`src/rtl/qpsk_pkg.sv`:
```
// Shared definitions for the QPSK receive path: mode encodings and default sizes.
package qpsk_pkg;

  typedef enum logic [1:0] {
    MODE_PASS   = 2'd0,
    MODE_STROBE = 2'd1,
    MODE_KEEP_N = 2'd2,
    MODE_RSVD   = 2'd3
  } mode_e;

  localparam int DEF_WIDTH   = 32;
  localparam int DEF_FIFO_AW = 5;
  localparam int DEF_LEN_W   = 12;

  // The reserved encoding behaves exactly like strobe-select.
  function automatic mode_e norm_mode(input logic [1:0] m);
    return (m == MODE_RSVD) ? MODE_STROBE : mode_e'(m);
  endfunction

endpackage

```
`src/rtl/sym_fifo.sv`:
```
// Synchronous FIFO with occupancy output; a pop frees a slot for a same-cycle push when full.
module sym_fifo #(
  parameter int DW = 33,
  parameter int AW = 5
) (
  input  logic          i_clk,
  input  logic          i_rst_n,
  input  logic          i_clear,
  input  logic          i_push,
  input  logic [DW-1:0] i_data,
  input  logic          i_pop,
  output logic [DW-1:0] o_data,
  output logic          o_empty,
  output logic          o_full,
  output logic [AW:0]   o_level
);

  localparam logic [AW:0] DEPTH = {1'b1, {AW{1'b0}}};

  logic [DW-1:0] r_mem [2**AW];
  logic [AW:0]   r_wr;
  logic [AW:0]   r_rd;
  logic          w_push;
  logic          w_pop;

  assign o_level = r_wr - r_rd;
  assign o_empty = (o_level == '0);
  assign o_full  = (o_level == DEPTH);
  assign w_pop   = i_pop & ~o_empty;
  assign w_push  = i_push & (~o_full | w_pop);
  // Head is zeroed when empty so nothing stale is visible on the output bus.
  assign o_data  = o_empty ? '0 : r_mem[r_rd[AW-1:0]];

  always_ff @(posedge i_clk or negedge i_rst_n) begin
    if (!i_rst_n) begin
      r_wr <= '0;
      r_rd <= '0;
    end else if (i_clear) begin
      r_wr <= '0;
      r_rd <= '0;
    end else begin
      if (w_push) r_wr <= r_wr + 1'b1;
      if (w_pop)  r_rd <= r_rd + 1'b1;
    end
  end

  always_ff @(posedge i_clk) begin
    if (w_push && !i_clear) r_mem[r_wr[AW-1:0]] <= i_data;
  end

endmodule

```
`src/rtl/symbol_packetizer.sv`:
```
// Selects symbols from an I/Q sample stream (pass, strobe, keep-one-in-n) and frames them
// into fixed-length packets through an output FIFO.
module symbol_packetizer
  import qpsk_pkg::*;
#(
  parameter int WIDTH   = DEF_WIDTH,
  parameter int FIFO_AW = DEF_FIFO_AW,
  parameter int LEN_W   = DEF_LEN_W
) (
  input  logic               ce_clk,
  input  logic               ce_rst_n,
  input  logic               clear,
  input  logic [1:0]         mode,
  input  logic [15:0]        n,
  input  logic [LEN_W-1:0]   pkt_len,
  input  logic               sym_strobe,
  input  logic [WIDTH-1:0]   i_tdata,
  input  logic               i_tvalid,
  output logic               i_tready,
  input  logic               i_tlast,
  output logic [WIDTH-1:0]   o_tdata,
  output logic               o_tvalid,
  input  logic               o_tready,
  output logic               o_tlast,
  output logic [15:0]        drop_cnt,
  output logic [FIFO_AW:0]   fifo_level
);

  logic             r_run;
  logic             r_load;
  logic [1:0]       r_mode;
  logic             r_pend;
  logic [15:0]      r_dcnt;
  logic [15:0]      r_n;
  logic [LEN_W-1:0] r_scnt;
  logic [LEN_W-1:0] r_len;
  logic [15:0]      r_drop;

  mode_e            w_mode;
  logic             w_mode_chg;
  logic [15:0]      w_n_in;
  logic [LEN_W-1:0] w_len_in;
  logic [15:0]      w_n_cur;
  logic [LEN_W-1:0] w_len_cur;
  logic             w_pend_cur;
  logic [15:0]      w_dcnt_cur;
  logic             w_full;
  logic             w_empty;
  logic             w_acc;
  logic             w_pop;
  logic             w_sel;
  logic             w_room;
  logic             w_push;
  logic             w_drop;
  logic             w_cnt_end;
  logic             w_last;
  logic             w_wrap;
  logic [WIDTH:0]   w_head;

  assign w_mode     = norm_mode(mode);
  assign w_mode_chg = (mode != r_mode);
  assign w_n_in     = (n == 16'd0) ? 16'd1 : n;
  assign w_len_in   = (pkt_len == '0) ? LEN_W'(1) : pkt_len;
  // Live n/pkt_len are used only on the cycle they are (re)loaded; otherwise the held copy.
  assign w_n_cur    = (r_load || w_mode_chg) ? w_n_in : r_n;
  assign w_len_cur  = r_load ? w_len_in : r_len;
  assign w_pend_cur = r_pend & ~w_mode_chg;
  assign w_dcnt_cur = w_mode_chg ? 16'd0 : r_dcnt;

  assign i_tready = r_run & ((w_mode != MODE_PASS) | ~w_full);
  assign w_acc    = i_tvalid & i_tready;
  assign w_pop    = ~w_empty & o_tready;

  always_comb begin
    w_sel = 1'b0;
    case (w_mode)
      MODE_PASS:   w_sel = w_acc;
      MODE_STROBE: w_sel = w_acc & (sym_strobe | w_pend_cur);
      MODE_KEEP_N: w_sel = w_acc & (w_dcnt_cur == (w_n_cur - 16'd1));
      default:     w_sel = 1'b0;
    endcase
  end

  assign w_room    = ~w_full | w_pop;
  assign w_push    = w_sel & w_room & ~clear;
  assign w_drop    = w_sel & ~w_room;
  assign w_cnt_end = (r_scnt == (w_len_cur - LEN_W'(1)));
  assign w_last    = (w_mode == MODE_PASS) ? i_tlast : w_cnt_end;
  assign w_wrap    = w_push & (w_last | w_cnt_end);

  always_ff @(posedge ce_clk or negedge ce_rst_n) begin
    if (!ce_rst_n) begin
      r_run  <= 1'b0;
      r_load <= 1'b1;
      r_mode <= MODE_PASS;
      r_pend <= 1'b0;
      r_dcnt <= '0;
      r_n    <= 16'd1;
      r_scnt <= '0;
      r_len  <= LEN_W'(1);
      r_drop <= '0;
    end else begin
      r_run  <= 1'b1;
      r_mode <= mode;
      if (clear) begin
        r_load <= 1'b1;
        r_pend <= 1'b0;
        r_dcnt <= '0;
        r_scnt <= '0;
        r_drop <= '0;
      end else begin
        r_load <= 1'b0;
        if (r_load) r_len <= w_len_in;
        if (r_load || w_mode_chg) r_n <= w_n_in;

        // A strobe with no accepted beat arms the flag; repeated strobes just keep it set.
        if (w_mode == MODE_STROBE) begin
          if (w_sel)           r_pend <= 1'b0;
          else if (sym_strobe) r_pend <= 1'b1;
          else                 r_pend <= w_pend_cur;
        end else begin
          r_pend <= 1'b0;
        end

        // A dropped selection holds the count so the next beat is retried.
        if (w_mode == MODE_KEEP_N) begin
          if (w_push) begin
            r_dcnt <= '0;
            r_n    <= w_n_in;
          end else if (w_acc && !w_sel) begin
            r_dcnt <= w_dcnt_cur + 16'd1;
          end else begin
            r_dcnt <= w_dcnt_cur;
          end
        end else begin
          r_dcnt <= '0;
        end

        if (w_push) begin
          if (w_wrap) begin
            r_scnt <= '0;
            r_len  <= w_len_in;
          end else begin
            r_scnt <= r_scnt + LEN_W'(1);
          end
        end

        if (w_drop && (r_drop != 16'hFFFF)) r_drop <= r_drop + 16'd1;
      end
    end
  end

  sym_fifo #(
    .DW (WIDTH + 1),
    .AW (FIFO_AW)
  ) u_fifo (
    .i_clk   (ce_clk),
    .i_rst_n (ce_rst_n),
    .i_clear (clear),
    .i_push  (w_push),
    .i_data  ({w_last, i_tdata}),
    .i_pop   (w_pop),
    .o_data  (w_head),
    .o_empty (w_empty),
    .o_full  (w_full),
    .o_level (fifo_level)
  );

  assign o_tvalid = ~w_empty;
  assign o_tdata  = w_head[WIDTH-1:0];
  assign o_tlast  = w_head[WIDTH];
  assign drop_cnt = r_drop;

endmodule

```
`config.mk`:
```
export PLATFORM = sky130hd
export DESIGN_NAME = symbol_packetizer
export DESIGN_NICKNAME = d
export VERILOG_FILES = /design/src/rtl/qpsk_pkg.sv /design/src/rtl/sym_fifo.sv /design/src/rtl/symbol_packetizer.sv
export SDC_FILE = /design/constraint.sdc
export NUM_CORES = 1
export LEC_CHECK = 0
export CORE_ASPECT_RATIO = 1.1
export CORE_MARGIN = 4
export CORE_UTILIZATION = 46
export CTS_CLUSTER_DIAMETER = 40
export DETAILED_ROUTE_END_ITERATION = 8
export GPL_TIMING_DRIVEN = 0
export PLACE_DENSITY = 0.72
export SLEW_MARGIN = 20
export SYNTH_ARGS = -nofsm -noshare
export SYNTH_HDL_FRONTEND = slang
export SYNTH_SLANG_ARGS = --single-unit
```
`constraint.sdc`:
```
create_clock -name ce_clk -period 5.09 [get_ports ce_clk]
set_input_delay 1.2725 -clock ce_clk [delete_from_list [all_inputs] [get_ports ce_clk]]
set_output_delay 1.2725 -clock ce_clk [all_outputs]
set_load 0.02 [all_outputs]
```
### Word level (Yosys, flattened, before mapping)

Memories as Yosys holds them, arrays and structs flattened.
Index checks and enable logic that the tools add are counted.

| cells by class | value |
|---|---|
| add/subtract/negate cells | 8 |
| eq/ne operators | 8 |
| mux-type cells | 33 |
| bitwise logic cells | 22 |
| reduce and logical (&&, ||, !) cells | 15 |

Operator list:

| kind | count |
|---|---|
| $mux 16 | 11 |
| $mux 12 | 7 |
| $mux 33 | 1 |
| $add 16x1->16 const B | 2 |
| $mux 6 | 4 |
| $eq 16x16->1 | 1 |
| $logic_not 16->1 | 1 |
| $ne 16x16->1 const B | 1 |
| $sub 16x1->16 const B | 1 |
| $add 12x1->12 const B | 1 |
| $add 6x1->6 const B | 2 |
| $and 1x1->1 | 12 |
| $eq 12x12->1 | 1 |
| $logic_not 12->1 | 1 |
| $sub 12x1->12 const B | 1 |
| $reduce_bool 2->1 | 5 |
| $mux 1 | 8 |
| $eq 6x6->1 const B | 1 |
| $logic_not 6->1 | 1 |
| $sub 6x6->6 | 1 |
| $not 1->1 | 5 |
| $or 1x1->1 | 5 |
| $eq 2x2->1 const B | 2 |
| $logic_and 1x1->1 | 3 |
| other kinds (7) | 8 |

| word-level totals | value |
|---|---|
| flip-flop bits (word level) | 89 |
| RAM bits | 1056 |
| input bits | 69 |
| output and inout bits | 57 |
| logic and storage cells | 98 |
| memories kept | 1 |

Memories:

| name | words | width | rd ports | clocked after Yosys merged registers in | wr ports | line | source |
|---|---|---|---|---|---|---|---|
| u_fifo.r_mem | 32 | 33 | 1 | 0 | 1 | sym_fifo.sv:20 | `logic [DW-1:0] r_mem [2**AW];` |

### Logic depth before layout (Yosys ltp)

| logic depth | value |
|---|---|
| depth after elaboration | 14 |
| depth in mapped cells | 18 |
| mapped depth without buffers | 14 |

### Cells and area by module

A second synthesis with hierarchy kept.

| second synthesis, totals | value |
|---|---|
| cells, all modules | 2415 |
| area total of the unflattened synthesis | 47380.4 sq um |

By module, submodules not included:

| module | times used | cells an instance | area an instance (sq um) | sequential area each (sq um) |
|---|---|---|---|---|
| sym_fifo | 1 | 1763 | 41529.8 | 32010.7 |
| symbol_packetizer | 1 | 652 | 5850.6 | 1930.6 |

### Worst setup path after synthesis

No wires, ideal clock.

| timing | value |
|---|---|
| path kind | input port to flip-flop |
| from | input port mode[0] |
| to | memory u_fifo.r_mem[31][0] (enable) |
| library setup time | 0.423 ns |
| data arrival time | 5.906 ns |
| data required time | 4.667 ns |
| setup slack | -1.240 ns |
| stages on the path | 16 |
| path buffers | 3 |
| cell sequence | buf_2 > xor2_2 > nor3_4 > buf_4 > mux2i_1 > ha_1 > nand3_1 > nor4_1 > o211ai_1 > a2111o_1 > a2111oi_4 > a41oi_2 > buf_4 > nor3_2 > nand2_1 > nor2_1 |

| on the way | value |
|---|---|
| cells in the longest elaborated chain, start to end | 14 |
| elaborated cells on any way between the ends | 27 |
| classes of those cells | add/sub (1); eq/ne (5); mux (6); bitwise (11); reduce/logical (4) |

Ends and longest elaborated chain:

| item | line | source |
|---|---|---|
| start: declaration | symbol_packetizer.sv:13 | `input logic [1:0] mode,` |
| branches (longest 7 deep; another with $sub 16x1->16) | n/a |  |
| $pmux 1 s3 (*) | symbol_packetizer.sv:76 | `case (w_mode)` |
| $and 1x1->1 (*) (2 in series) | symbol_packetizer.sv:85 | `assign w_push = w_sel & w_room & ~clear;` |
| $and 1x1->1 (*) | sym_fifo.sv:30 | `assign w_push = i_push & (~o_full \| w_pop);` |
| $logic_and 1x1->1 (*) | sym_fifo.sv:48 | `if (w_push && !i_clear) r_mem[r_wr[AW-1:0]] <= i_data;` |
| $mux 1 (*) | sym_fifo.sv:48 |  |
| $mux 1 (implied by the code) (*) | sym_fifo.sv:48 |  |
| end: declaration | sym_fifo.sv:20 |  |

Mark *: on every way between the ends.

### Worst setup path after layout

| timing | value |
|---|---|
| from | register u_fifo.r_rd[1] |
| to | output port o_tvalid |

| on the way | value |
|---|---|
| cells in the longest elaborated chain, start to end | 3 |

Ends and longest elaborated chain:

| item | line | source |
|---|---|---|
| start: declaration | sym_fifo.sv:22 | `logic [AW:0] r_rd;` |
| start signal: assignment | sym_fifo.sv:43 | `if (w_pop) r_rd <= r_rd + 1'b1;` |
| $sub 6x6->6 | sym_fifo.sv:26 | `assign o_level = r_wr - r_rd;` |
| $logic_not 6->1 | sym_fifo.sv:27 | `assign o_empty = (o_level == '0);` |
| $not 1->1 | symbol_packetizer.sv:169 | `assign o_tvalid = ~w_empty;` |
| end: declaration | symbol_packetizer.sv:22 | `output logic o_tvalid,` |

Every way passes these cells.

==> flow_metrics.py <==
metrics = {
    "setup_path": {
        "worstPathMaxFanout": 7,
        "end_kind": "output port",
        "worstReg2RegEnd": "u_fifo.r_mem[29][12]",
        "crit_arrival_ps": 3820,
        "path_class": "reg2out",
        "cp-start-kind": "flip-flop",
        "max_stage_delay_ps": 500,
        "timing.rr.start": "r_load",
        "critPathRequiredTime_ps": 3820,
        "reg2regPathDepth": 20,
        "reg2reg_setup_slack_ps": 310,
        "cp_slowest_cell": "dfrtp_2",
        "crit_chain": "clkbuf_16 > clkbuf_16 > inv_4 > ha_4 > nor2b_1 > o21a_1 > o21ai_2 > buf_4 > a211oi_4 > nor4b_4 > buf_6 > clkbuf_16 > clkinvlp_4 > buf_6",
        "crit_path_frequent_cell": "clkbuf_16",
    },
    "floorplan": {
        "io_pins": 126,
        "core_um2": 101000,
        "die-width_um": 312,
        "die_area_um2": 107000,
        "die_h_um": 342,
        "placementRows": 122,
        "start_util_pct": 46.4,
    },
    "global_routing": {
        "grt_first_pass_wirelength_um": 195000,
        "grt_usage_pct": 25.4,
        "grt_max_degree": 59,
        "grt_overflow": 0,
        "antenna_found_initial": 5,
        "grt_pass1_vias": 27300,
    },
    "power_and_ir_drop": {
        "p_sw_share_pct": 27.8,
        "pwr-share-seq_pct": 39.5,
        "irDropWorstVdd_uv": 447,
        "p_sw_uw": 7300,
        "internal-power_uw": 19000,
        "clockPowerShare_pct": 38.9,
        "p_comb_share_pct": 21.6,
        "p_leak_uw": 0.0188,
        "powerDensity_nw_per_um2": 455,
    },
    "yosys": {
        "synth-simple-area-share_pct": 4.42,
        "synth_top_family_by_area": "multiplexers",
        "synthCells": 2348,
        "synth_mux_area_share_pct": 17.3,
        "ys_seq_area_share_pct": 72.7,
        "synthAdderAreaFrac_pct": 0.445,
        "ys_seq_elements": 1145,
        "synth-xor-area-share_pct": 1.53,
        "synth_most_common_cell": "edfxtp_1",
        "ys_async_sr_fraction_pct": 7.77,
        "ys_types": 84,
        "synth_top_flop_cell": "edfxtp_1",
        "synth_top_cell_by_area": "edfxtp_1",
        "syn_area_per_cell_um2": 19.9,
        "synth-compound-area-share_pct": 2.31,
        "synth_area_leaders": "edfxtp_1 68%, mux4_2 16%, dfrtp_1 4.6%",
        "synth_top_area_share_pct": 67.9,
        "synthesis.area_um2": 46700,
        "ys_top_cells_by_count": "1,056 x edfxtp_1, 330 x mux4_2, 126 x nand2_1",
        "synth_fp_nets": 2433,
        "synth_edf_count": 1056,
        "ys.warnings.count": 0,
    },
    "clocking": {
        "clk_latency_ps": 770,
        "hold_buffers": 0,
        "clock_path_buffers": 3,
        "h-tree-depth": 4,
        "numCtsBuffers": 139,
        "cts_root_buffer": "clkbuf_16",
        "cts.reportedPaths.clkPinSlew_ps": 50,
        "clock-sinks": 1145,
        "cts_tree": "built",
    },
    "outcome": {
        "outcome": "complete, but fails checks",
        "violations": "setup timing",
    },
    "detailed_routing": {
        "remaining_drc_errors": 0,
        "ant_nets": 0,
        "drt_wl_total_um": 134000,
        "vias": 26500,
        "wire_per_inst_um": 32.0,
        "via_per_inst": 6.32,
        "firstDrtPassIters": 7,
        "drt_iter0_drc": 3725,
    },
    "finish": {
        "synthToLayoutAreaGrowth_pct": 23.8,
        "final_area_um2": 57800,
        "drive_gt1_share_pct": 33.9,
        "fin_cells": 4187,
        "fill_cells": 7120,
        "nNetsFinal": 2853,
    },
    "sta": {
        "setup_viol": 2,
        "hold_slack_ps": 424,
        "drv_slew": 0,
        "slew_headroom_pct": 21.8,
        "setup_slack_ps": -7.13,
        "fmax_ghz": 0.196,
        "final-hold-violation-count": 0,
        "tightestPinTransition_ps": 1170,
        "fin_crit_ps": 5100,
        "period_share_pct": 100,
        "skew_ps": 58.3,
    },
    "place": {
        "hpwl_um": 80400,
        "io_buffers": 122,
        "gp_congestion": 0.912,
        "place_area_um2": 51200,
        "dpl.cell_count": 3831,
    },
    "flow_run": {
        "drv_cap": 0,
    },
    "worst_hold_path": {
        "hold_class": "in2async",
    },
}
==> flip-flops by register name, summed over array words and instances, names as in the netlist <==
register and cells:
r_n 16, r_load 1, drop_cnt 16, u_fifo.r_mem 1056, r_run 1, r_dcnt 16
r_scnt 12, u_fifo.r_wr 6, u_fifo.r_rd 6, r_mode 2, r_len 12, r_pend 1
==> worst max-delay path, delay by kind of cell, from the launching register on <==
family,cells,cell delay (ps)
buffers and inverters,8,1360
DFF,1,500
and+or+nand+nor,2,480
AOI/OAI and AO/OA,3,460
adders and majority gates,1,240
==> per-stage QoR <==
stage               total power, uW  TNS [ps]  utilization [%]  worst slack, ps
detailed placement            15700  -2397530             50.8            -2380
CTS                           26200     -50.4             57.3            -28.0
floorplan                     13700   -333690                -             -320
global placement              15600  -3219730             49.5            -3300
global route                  27100     -33.3             57.4            -23.1
finish                        26300     -9.05             57.4            -7.13
==> power groups by stage <==
| stage | registers [uW] | clock network, uW | logic (uW) |
|---|---|---|---|
| after floorplan | 10600 | 0 | 3120 |
| after global placement | 10600 | 0 | 5060 |
| after detailed placement | 10600 | 0 | 5150 |
| after CTS | 10400 | 10300 | 5550 |
| after global routing | 10400 | 10800 | 5910 |
| final | 10400 | 10200 | 5680 |
==> how the worst max path moves through the flow <==
| stage | start | to | slack [ps] | cells after the start |
|---|---|---|---|---|
| after floorplan | mode[0] | u_fifo.r_mem[31][0] | -320 | 16 |
| after global placement | u_fifo.r_rd[2] | o_tdata[24] | -3300 | 13 |
| after detailed placement | mode[1] | u_fifo.r_mem[11][15] | -2380 | 16 |
| after CTS | u_fifo.r_rd[1] | o_tvalid | -30 | 15 |
| after global routing | u_fifo.r_rd[1] | o_tvalid | -20 | 14 |
| final | u_fifo.r_rd[1] | o_tvalid | -7 | 14 |
==> final cells by class <==
type | count | area (um2) | area share, %
clock inverter | 97 | 1260 | 2.18
buffer | 123 | 867 | 1.50
antenna | 4 | 10.0 | 0.0173
tap | 1302 | 1630 | 2.82
sequential | 1145 | 33900 | 58.7
timing repair buffer | 284 | 3640 | 6.30
inverter | 22 | 103 | 0.177
clock buffer | 157 | 3570 | 6.17
multi-input combinational | 1053 | 12800 | 22.2
==> layout by cell type (no fill, tap or decap), types with 14 or more instances in the layout <==
cell	n
edfxtp_1	1056
mux4_2	330
clkbuf_16	146
nand2_1	122
buf_4	86
dfrtp_1	81
nor2_1	74
buf_12	64
clkbuf_1	63
clkdlybuf4s50_1	58
xnor2_1	43
buf_2	42
a21oi_1	40
nor2_4	33
xor2_1	27
nand3_1	27
buf_16	27
buf_6	26
nor3_1	21
clkbuf_2	21
mux2_1	21
mux2i_1	19
bufinv_16	19
and3_1	18
nand4_1	18
clkinv_1	18
inv_1	17
clkinv_2	17
mux2_2	16
nor4_1	15
dlygate4sd2_1	15
a21oi_2	14
clkinvlp_4	14
==> what timing repair did <==
| action | in CTS | in global routing |
|---|---|---|
| endpoints found under the hold margin | 0 | 0 |
| endpoints found under the setup margin | 1179 | 1084 |
| cloned | 5 | 0 |
| setup buffers | 97 | 2 |
| pin swaps | 43 | 13 |
| resized for setup | 378 | 58 |
==> routing by layer <==
metal  vias to the layer above  track usage (%)  part of all wire [%]
met4                         0             11.5                   4.8
met2                      1818             41.1                    49
met1                     13800             33.0                    36
met3                       324             6.00                    11
li1                      10600                -                     -
met5                         -                0                     0
==> kinds of logic (layout without fill, tap and decap cells) <==
family	after synthesis	count (layout)
buffers and inverters	150	683
muxes	390	390
and+or+nand+nor	414	414
adders and majority gates	16	16
DFF	1145	1145
xor gates and xnor gates	77	77
AOI/OAI and AO/OA	155	155
other	1	5
Power figures use the tool's default switching activity.
